<file path="src/rtl/isa_line_ctrl.sv">
// ---------------------------------------------------------------------------
// isa_line_ctrl
//
// Instruction decoder and line controller. Instruction words arrive over a
// valid/ready handshake, are decoded into opcode and operand, and drive a
// registered line address with read/write strobes. Supports base-relative
// reads, multi-beat read bursts, halt/resume and illegal-opcode reporting.
//
// Parameters:
//   ADDRESS_BITS - operand and line address width
//   INSTR_BITS   - opcode width (>= 3); any opcode bit above bit 2 set is illegal
//   VALUE_BITS   - derived instruction word width
//
// Ports:
//   clk          - clock, rising edge
//   rst_n        - asynchronous active-low reset
//   value        - instruction word {opcode, operand}
//   value_valid  - instruction word present
//   value_ready  - block can accept a word (only while idle)
//   resume       - single-cycle pulse that leaves HALT
//   value_parity - even parity over value (only with ISA_LINE_CTRL_PARITY_EN)
//   o_address    - registered line address
//   o_rd         - read strobe, one cycle per beat
//   o_wr         - write strobe, one cycle
//   o_halted     - high while halted
//   o_err        - one-cycle pulse on illegal opcode or parity error
//
// Build option:
//   ISA_LINE_CTRL_PARITY_EN - when defined, adds value_parity and drops any
//   accepted word whose parity does not match, pulsing o_err instead.
// ---------------------------------------------------------------------------
module isa_line_ctrl #(
  parameter int ADDRESS_BITS = 5,
  parameter int INSTR_BITS   = 3,
  localparam int VALUE_BITS  = ADDRESS_BITS + INSTR_BITS
) (
  input  logic                    clk,
  input  logic                    rst_n,
  input  logic [VALUE_BITS-1:0]   value,
  input  logic                    value_valid,
`ifdef ISA_LINE_CTRL_PARITY_EN
  input  logic                    value_parity,
`endif
  output logic                    value_ready,
  input  logic                    resume,
  output logic [ADDRESS_BITS-1:0] o_address,
  output logic                    o_rd,
  output logic                    o_wr,
  output logic                    o_halted,
  output logic                    o_err
);

  typedef enum logic [1:0] {
    S_IDLE  = 2'd0,
    S_EXEC  = 2'd1,
    S_BURST = 2'd2,
    S_HALT  = 2'd3
  } state_t;

  localparam logic [2:0] OP_NOP      = 3'd0;
  localparam logic [2:0] OP_READ     = 3'd1;
  localparam logic [2:0] OP_WRITE    = 3'd2;
  localparam logic [2:0] OP_SETBASE  = 3'd3;
  localparam logic [2:0] OP_READ_REL = 3'd4;
  localparam logic [2:0] OP_BURST    = 3'd5;
  localparam logic [2:0] OP_HALT     = 3'd6;

  localparam logic [ADDRESS_BITS-1:0] ADDR_ONE = {{(ADDRESS_BITS-1){1'b0}}, 1'b1};
  localparam logic [ADDRESS_BITS:0]   BEAT_ONE = {{ADDRESS_BITS{1'b0}}, 1'b1};

  state_t                  r_state;
  logic [ADDRESS_BITS-1:0] r_base;
  logic [ADDRESS_BITS:0]   r_beat;
  logic                    r_live;

  state_t                  w_state_nxt;
  logic [ADDRESS_BITS-1:0] w_base_nxt;
  logic [ADDRESS_BITS:0]   w_beat_nxt;
  logic [ADDRESS_BITS-1:0] w_address_nxt;
  logic                    w_rd_nxt;
  logic                    w_wr_nxt;
  logic                    w_halted_nxt;
  logic                    w_err_nxt;

  logic [INSTR_BITS-1:0]   w_opcode;
  logic [ADDRESS_BITS-1:0] w_operand;
  logic [2:0]              w_op;
  logic                    w_high_nz;
  logic                    w_parity_bad;
  logic                    w_accept;

  assign w_opcode  = value[VALUE_BITS-1:ADDRESS_BITS];
  assign w_operand = value[ADDRESS_BITS-1:0];
  assign w_op      = w_opcode[2:0];

  // Opcode bits above the 3-bit field only exist for wide opcodes; any of
  // them set makes the word illegal.
  generate
    if (INSTR_BITS > 3) begin : g_wide_opcode
      assign w_high_nz = |w_opcode[INSTR_BITS-1:3];
    end else begin : g_narrow_opcode
      assign w_high_nz = 1'b0;
    end
  endgenerate

`ifdef ISA_LINE_CTRL_PARITY_EN
  // Even parity: the parity bit must equal the XOR of all word bits.
  assign w_parity_bad = (^value) ^ value_parity;
`else
  assign w_parity_bad = 1'b0;
`endif

  // r_live keeps value_ready low while reset is held and for no longer,
  // without routing rst_n into combinational logic.
  assign value_ready = r_live && (r_state == S_IDLE);
  assign w_accept    = value_valid && value_ready;

  // Next-state and next-output decode. Strobes default low so every cycle
  // not explicitly listed below deasserts them; address and base hold.
  always_comb begin
    w_state_nxt   = r_state;
    w_base_nxt    = r_base;
    w_beat_nxt    = r_beat;
    w_address_nxt = o_address;
    w_rd_nxt      = 1'b0;
    w_wr_nxt      = 1'b0;
    w_halted_nxt  = 1'b0;
    w_err_nxt     = 1'b0;

    case (r_state)
      S_IDLE: begin
        if (w_accept) begin
          w_state_nxt = S_EXEC;
          if (w_high_nz || w_parity_bad) begin
            w_err_nxt = 1'b1;
          end else begin
            case (w_op)
              OP_NOP: ;
              OP_READ: begin
                w_address_nxt = w_operand;
                w_rd_nxt      = 1'b1;
              end
              OP_WRITE: begin
                w_address_nxt = w_operand;
                w_wr_nxt      = 1'b1;
              end
              OP_SETBASE: begin
                w_base_nxt = w_operand;
              end
              OP_READ_REL: begin
                w_address_nxt = r_base + w_operand;
                w_rd_nxt      = 1'b1;
              end
              OP_BURST: begin
                // Beat 0 goes out immediately; r_beat counts beats still
                // on the bus including the current one (1..2^ADDRESS_BITS).
                w_address_nxt = r_base;
                w_rd_nxt      = 1'b1;
                w_beat_nxt    = {1'b0, w_operand} + BEAT_ONE;
                w_state_nxt   = S_BURST;
              end
              OP_HALT: begin
                w_halted_nxt = 1'b1;
                w_state_nxt  = S_HALT;
              end
              default: begin
                w_err_nxt = 1'b1;
              end
            endcase
          end
        end
      end

      S_EXEC: begin
        w_state_nxt = S_IDLE;
      end

      S_BURST: begin
        if (r_beat == BEAT_ONE) begin
          // Last beat is on the bus now, so the new base is one past it,
          // which equals base + operand + 1 with natural wrap.
          w_base_nxt  = o_address + ADDR_ONE;
          w_beat_nxt  = '0;
          w_state_nxt = S_IDLE;
        end else begin
          w_beat_nxt    = r_beat - BEAT_ONE;
          w_address_nxt = o_address + ADDR_ONE;
          w_rd_nxt      = 1'b1;
        end
      end

      S_HALT: begin
        if (resume) begin
          w_state_nxt = S_IDLE;
        end else begin
          w_halted_nxt = 1'b1;
        end
      end

      default: begin
        w_state_nxt = S_IDLE;
      end
    endcase
  end

  // State and output registers; reset aborts any burst immediately.
  always_ff @(posedge clk or negedge rst_n) begin
    if (!rst_n) begin
      r_state   <= S_IDLE;
      r_base    <= '0;
      r_beat    <= '0;
      r_live    <= 1'b0;
      o_address <= '0;
      o_rd      <= 1'b0;
      o_wr      <= 1'b0;
      o_halted  <= 1'b0;
      o_err     <= 1'b0;
    end else begin
      r_state   <= w_state_nxt;
      r_base    <= w_base_nxt;
      r_beat    <= w_beat_nxt;
      r_live    <= 1'b1;
      o_address <= w_address_nxt;
      o_rd      <= w_rd_nxt;
      o_wr      <= w_wr_nxt;
      o_halted  <= w_halted_nxt;
      o_err     <= w_err_nxt;
    end
  end

endmodule

</file>
<file path="config.mk">
export PLATFORM = sky130hd
export DESIGN_NAME = isa_line_ctrl
export DESIGN_NICKNAME = d
export VERILOG_FILES = /design/src/rtl/isa_line_ctrl.sv
export SDC_FILE = /design/constraint.sdc
export NUM_CORES = 1
export LEC_CHECK = 0
export ABC_AREA = 1
export CORE_MARGIN = 2
export CORE_UTILIZATION = 25
export CTS_CLUSTER_DIAMETER = 60
export DETAILED_ROUTE_END_ITERATION = 10
export GPL_TIMING_DRIVEN = 0
export PLACE_DENSITY = 0.39
export SETUP_SLACK_MARGIN = 0.05
export SLEW_MARGIN = 15
export SYNTH_ARGS = -nofsm -noshare
export SYNTH_HDL_FRONTEND = slang
export SYNTH_SLANG_ARGS = --single-unit
export TNS_END_PERCENT = 100
</file>
<file path="constraint.sdc">
create_clock -name clk -period 3.4 [get_ports clk]
set_input_delay 0.68 -clock clk [delete_from_list [all_inputs] [get_ports clk]]
set_output_delay 0.68 -clock clk [all_outputs]
set_load 0.03 [all_outputs]
</file>
==> results of run 1 <==
==> cells by family (layout without fill, tap and decap cells) <==
group | after synthesis | count (layout) | share of synthesized area (%)
AOI/OAI and AO/OA | 36 | 36 | 11.87
xor gates and xnor gates | 4 | 4 | 2.104
adders and majority gates | 12 | 12 | 9.466
buffers and inverters | 39 | 64 | 9.016
DFF | 23 | 23 | 34.56
other | 1 | 1 | 0.2252
and+or+nand+nor | 123 | 123 | 32.76
==> placed cells by master (no fill, tap or decap) <==
cell	synthesis	final
a21boi_1	1	1
a21oi_1	8	8
a31oi_1	1	1
buf_2	2	3
clkbuf_1	0	1
clkbuf_8	0	3
clkdlybuf4s50_1	0	20
clkinv_2	1	1
conb_1	1	1
dfrtp_1	23	23
fa_1	1	1
ha_1	11	11
inv_1	35	35
inv_2	1	1
nand2_1	69	69
nand2_4	2	2
nand3_1	16	16
nand3_4	2	2
nand4_1	2	2
nor2_1	24	24
nor2_2	1	1
nor3_1	3	3
nor4_1	1	1
o211ai_1	2	2
o21ai_0	20	20
o21ai_2	1	1
o22ai_1	2	2
o31ai_1	1	1
or2_2	3	3
xnor2_1	1	1
xor2_1	3	3
==> state kept, by name, summed over array words and instances (netlist names) <==
register,flops
r_live,1
o_wr,1
o_halted,1
r_base,5
r_beat,6
o_address,5
o_err,1
r_state,2
o_rd,1
==> per-layer routing <==
layer	share of wire [%]	GRT usage [%]	wire, um
met4	0.69	2.165	29
met5	0	0	0
met2	45	19.89	1901
met3	2.0	2.310	86
met1	52	17.65	2187
==> worst max path at each step <==
stage / endpoint / cells after the start / startpoint
floorplan: o_address[4] / 12 / value[0]
global placement: o_address[4] / 13 / value[0]
detailed placement: o_address[4] / 13 / value[0]
CTS: value_ready / 5 / r_state[0]
global route: value_ready / 5 / r_state[0]
finish: value_ready / 5 / r_state[0]
==> through the flow <==
stage	instance area, um2	util (%)	hold WS, ns	total power [mW]
6_report	2012	31.50	0.4079	1.435
5_1_grt	2012	31.50	0.4416	1.606
4_1_cts	2012	31.50	0.4274	1.466
3_5_place_dp	1967	30.80	0.5101	1.276
3_3_place_gp	1972	30.88	0.5078	1.282
2_1_floorplan	1665	-	0.3844	1.042
==> cell type report <==
type	count	share of cell area (%)
buffer	2	0.4975
clock buffer	4	2.239
inverter	37	6.965
multi-input combinational	176	46.70
sequential	23	28.61
tap	77	4.789
timing repair buffer	21	10.20
==> report_power, final <==
group          total (mW)  internal, mW  switching [mW]
clock network       0.177        0.0838          0.0931
logic               0.796         0.309           0.486
registers           0.462         0.379          0.0836
total                1.43         0.772           0.663
==> summary.txt, run 1 <==
Timing
  • Final Max Tran Viols: 0
  • Measured slew at the worst slew-check pin: 0.7055 ns
  • Slew headroom: between 50% and 60%
  • Fin crit period: 2.619 ns
  • Final Hold Viols: 0
  • Fin worst setup slack: a little under 0.8 ns
  • RSZ-0062 raised after global routing: no
  • Setup TNS: 0 ns
  • Final setup fails: 0
  • Fin crit share: between 70 and 80%
  • Max Clock Skew: ~0.0047 ns
  • Max Clk Rate: roughly 380 MHz

Setup path
  • Crit path buffers/inverters: 3
  • Setup CP Type: reg2out
  • Crit-path leading delay family: buffers and inverters
  • Largest fanout on the critical path: 7
  • Reg-to-Reg Start: r_state[0]
  • Worst R2R Setup Slack: about 1.7 ns
  • R2R cell count: 11
  • CP Cell Sequence: inv_1 -> ha_1 -> nand2_1 -> inv_2 -> clkdlybuf4s50_1
  • Critical Path Start Type: flip-flop
  • Slowest stage delay, CP: approximately 0.67 ns
  • Crit end category: output pin
  • Critical Path AT: 1.94 ns
  • Slowest-stage cell, CP: clkdlybuf4s50_1
  • Crit path required time: ~2.7 ns
  • FF-to-FF End: r_beat[5]

Clock tree
  • Setup Fix Bufs, Post-CTS: 0
  • Total CTS buffers: 3
  • CTS Sinks: 23
  • Clock-pin transition on the worst setup and hold timing paths: roughly 0.08 ns
  • Worst-skew pair later-pin latency: around 0.27 ns
  • Largest buffer count on any clock path: 2
  • H-Tree Depth: 1
  • Cts hold-fix bufs: 0
  • Root buffer cell: clkbuf_8
  • CTS tree: yes
  • Post-CTS sizing: 0

Floorplan
  • Row cnt: 29
  • Starting density of the core: between 20% and 30%
  • Die width: 85.62 um
  • Core area: 6386 um2
  • # IOs: 22
  • Full die area: around 7300 um2
  • Die H: roughly 86 um

Routing
  • Vias per Instance: roughly 4.3
  • Number of remaining DRC errors: 0
  • Iteration-0 DRC Markers: ~90
  • First-pass iteration count of the detailed router: 4
  • Drt total wl: roughly 4.2 mm
  • Routed len/inst: approximately 12 um
  • DRT antenna net count: 0
  • Vias: roughly 1500

Finish
  • Register area: around 580 um2
  • Diode count: 0
  • Area of the multi-input gates: roughly 940 um2
  • Filler instances: just over 700
  • Final nets: between 200 and 300
  • Fraction of layout cells with a size suffix above 1: 6.464%
  • Layout area overhead: 20.81%
  • Post-route insts no fill: 340

Yosys
  • Cell variety after synth: 28
  • YS warnings: 0
  • Post-synth top area cell: dfrtp_1
  • Synth Register Bits: 23
  • Avg Cell Area, Syn: between 6 and 7 um2
  • EDFF count, synth: 0
  • Post-synth ARST share: 100.0%
  • Syn Inst Count: 238
  • Top cell type's share of synthesized area: between 30% and 40%
  • Synthesized area: between 1500 and 2000 um2
  • Synth Flop Type: dfrtp_1
  • Most area-consuming cells after synthesis: dfrtp_1, nand2_1, ha_1
  • Most common cell in the netlist: nand2_1
  • Register area share after synthesis: approximately a third
  • Syn Nets: about 260
  • Post-synth top cells: nand2_1, inv_1, nor2_1

Global routing
  • First-pass GRT wire length: slightly above 7 mm
  • Gr ovfl total: 0
  • Number of global-route vias before repair: between 1000 and 1500
  • Tot GR Track Use: around an eighth
  • Pin count of the biggest net entering global routing: 24
  • Antenna violations before repair: 0

Placed design
  • Post-DP HPWL: 3.276 mm
  • Placed Cells: roughly 340
  • Gpl congestion: roughly 0.75
  • PortBufs: 21
  • Pre-CTS setup slack: about 0.8 ns

Min path
  • Hold Path Class: in2async

Run
  • Max Cap Violations: 0

Power and ir drop
  • PD cells: just over 700 nW/um2
  • P_leak: between 1 and 1.5 nW
  • VDD IR max: ~0.00027 V

Outcome
  • Result of the run: finished, final reports clean
(Power assumes the default switching activity.)
==> run 2, diff against run 1 <==
clock period = 2.7 ns   (was 3.4 ns; I/O delays follow)
==> results of run 2 <==
Same layout as run 1 (identical final DEF). Status: finished, final reports clean.
Main changes from that run: setup slack after placement 0.8028 ns -> 0.2428 ns; setup slack after layout 0.7806 ns -> 0.2206 ns; hold slack 0.4079 ns -> 0.2679 ns; register-to-register setup slack 1.65 ns -> 0.95 ns; total power 1.435 mW -> 1.807 mW; worst IR drop on VDD 0.0002729 V -> 0.0003437 V
==> run 3, diff against run 2 <==
CORE_MARGIN = default   (was 2)
==> run 3 against run 2 <==
Against the previous run:
- worst setup slack improved by 0.049 ns
- total power rose by 1.2%
- worst hold slack worse by 0.012 ns
- design area increased by 0.19%
- register-to-register slack about the same
- cell count unchanged
- non-clock buffer count stayed put
- critical path depth unchanged
- largest power group unchanged
==> summary.txt, run 3 (synthesis results as in run 1) <==
Setup path
  • Worst R2R Setup Slack: approximately 0.96 ns
  • Crit path buffers/inverters: 3
  • Reg-to-Reg Start: r_state[0]
  • Slowest-stage cell, CP: clkdlybuf4s50_1
  • Critical Path AT: around 1.9 ns
  • R2R cell count: 9
  • Setup CP Type: reg2out
  • Largest fanout on the critical path: 7
  • Crit path required time: roughly 2.2 ns
  • Crit end category: output pin
  • Crit-path leading delay family: buffers and inverters
  • CP Cell Sequence: inv_1 -> ha_2 -> nand2_1 -> inv_2 -> clkdlybuf4s50_1
  • FF-to-FF End: r_beat[5]
  • Slowest stage delay, CP: 0.67 ns
  • Critical Path Start Type: flip-flop

Global routing
  • Pin count of the biggest net entering global routing: 24
  • Number of global-route vias before repair: 1456
  • Tot GR Track Use: between 10% and 20%
  • First-pass GRT wire length: approximately 7.4 mm
  • Antenna violations before repair: 0
  • Gr ovfl total: 0

Timing
  • RSZ-0062 raised after global routing: no
  • Max Clk Rate: 411.4 MHz
  • Final setup fails: 0
  • Slew headroom: about three fifths
  • Fin crit period: approximately 2.4 ns
  • Fin Hold WS: between 0.2 and 0.3 ns
  • Setup TNS: 0 ns
  • Final Hold Viols: 0
  • Measured slew at the worst slew-check pin: between 0.6 and 0.7 ns
  • Max Clock Skew: 0.005109 ns
  • Fin crit share: between 90% and 100%
  • Final Max Tran Viols: 0

Clock tree
  • Root buffer cell: clkbuf_8
  • Total CTS buffers: 3
  • Setup Fix Bufs, Post-CTS: 0
  • Largest buffer count on any clock path: 2
  • H-Tree Depth: 1
  • CTS Sinks: 23
  • Worst-skew pair later-pin latency: 0.27 ns
  • Clock-pin transition on the worst setup and hold timing paths: 0.09 ns
  • CTS tree: yes

Finish
  • Reg with most FFs: r_beat
  • Final nets: between 200 and 300
  • Largest regs: r_beat x6, o_address x5, r_base x5
  • Largest register FFs: 6
  • Diode count: 0
  • Most frequent cells in the layout: nand2_1, inv_1, nor2_1
  • Filler instances: between 700 and 800
  • Layout area overhead: 21.04%
  • Commonest non-fill, non-tap cell in the layout: nand2_1
  • Fraction of layout cells with a size suffix above 1: 7.224%
  • Post-route insts no fill: 340

Outcome
  • Result of the run: finished, final reports clean

Routing
  • DRT antenna net count: 0
  • First-pass iteration count of the detailed router: 4
  • Vias per Instance: around 4.4
  • Drt total wl: around 4.3 mm
  • Iteration-0 DRC Markers: 50
  • Routed len/inst: approximately 13 um
  • Vias: 1488
  • Number of remaining DRC errors: 0

Placed design
  • Post-DP HPWL: roughly 3.3 mm
  • Gpl congestion: about 0.8
  • PortBufs: 21
  • Placed Cells: 336

Floorplan
  • Core area: approximately 6400 um2
  • Full die area: between 6000 and 7000 um2
  • Die H: between 80 and 90 um
  • Row cnt: 29
  • Starting density of the core: between 20% and 30%
  • # IOs: 22
  • Die width: ~84 um

Power and ir drop
  • VDD IR max: 0.0002893 V
  • PD cells: slightly above 900 nW/um2
  • P_leak: between 1 and 1.5 nW

Min path
  • Hold Path Class: in2async

Run
  • Max Cap Violations: 0
## run 3: cell count changes in the layout (fill, tap and decap cells not counted)
cell      previous run  this run
clkinv_2             1         2
ha_1                11        10
clkbuf_1             1         0
ha_2                 0         1
## run 3: power by group
part	internal, mW	total (mW)	switching [mW]
Combinational	0.392	1.02	0.625
Clock	0.103	0.225	0.122
Sequential	0.477	0.586	0.110
Total	0.972	1.83	0.856
## run 3: what timing repair did
item	CTS	global route
hold buffers	0	0
endpoints found under the setup margin	0	1
resized for setup	0	1
## run 3: layout make-up
type	instances	area (um2)	area share, %
Buffer	2	10.01	0.4966
Clock buffer	3	41.29	2.048
Clock inverter	1	5.005	0.2483
Inverter	37	140.1	6.952
Multi-Input combinational cell	176	942.2	46.74
Sequential cell	23	575.6	28.55
Tap cell	77	96.34	4.780
Timing Repair Buffer	21	205.2	10.18
## run 3: worst max path at each step
stage	startpoint	to	slack [ns]	depth (start not counted)
after floorplan	value[0]	o_address[4]	1.02	12
after global placement	value[0]	o_address[4]	0.17	13
after detailed placement	value[0]	o_address[4]	0.21	13
after CTS	r_state[0]	value_ready	0.17	5
after global routing	r_state[0]	value_ready	0.15	5
final	r_state[0]	value_ready	0.27	5
## run 3: per-layer routing
layer	up-vias	GRT usage (%)	part of all wire (%)
li1	807	-	-
met3	2	2.770	2.6
met1	661	19.47	53
met5	-	0	0
met2	18	20.62	44
met4	0	2.311	0.79
## run 3: through the flow
stage          instance area (um2)  power [mW]  setup WS [ns]  util, %
2_1_floorplan                 1665       1.312          1.024        -
3_3_place_gp                  1972       1.621         0.1726    30.88
3_5_place_dp                  1967       1.618         0.2127    30.80
4_1_cts                       2013       1.853         0.1673    31.52
5_1_grt                       2016       2.041         0.1511    31.56
6_report                      2016       1.828         0.2691    31.56
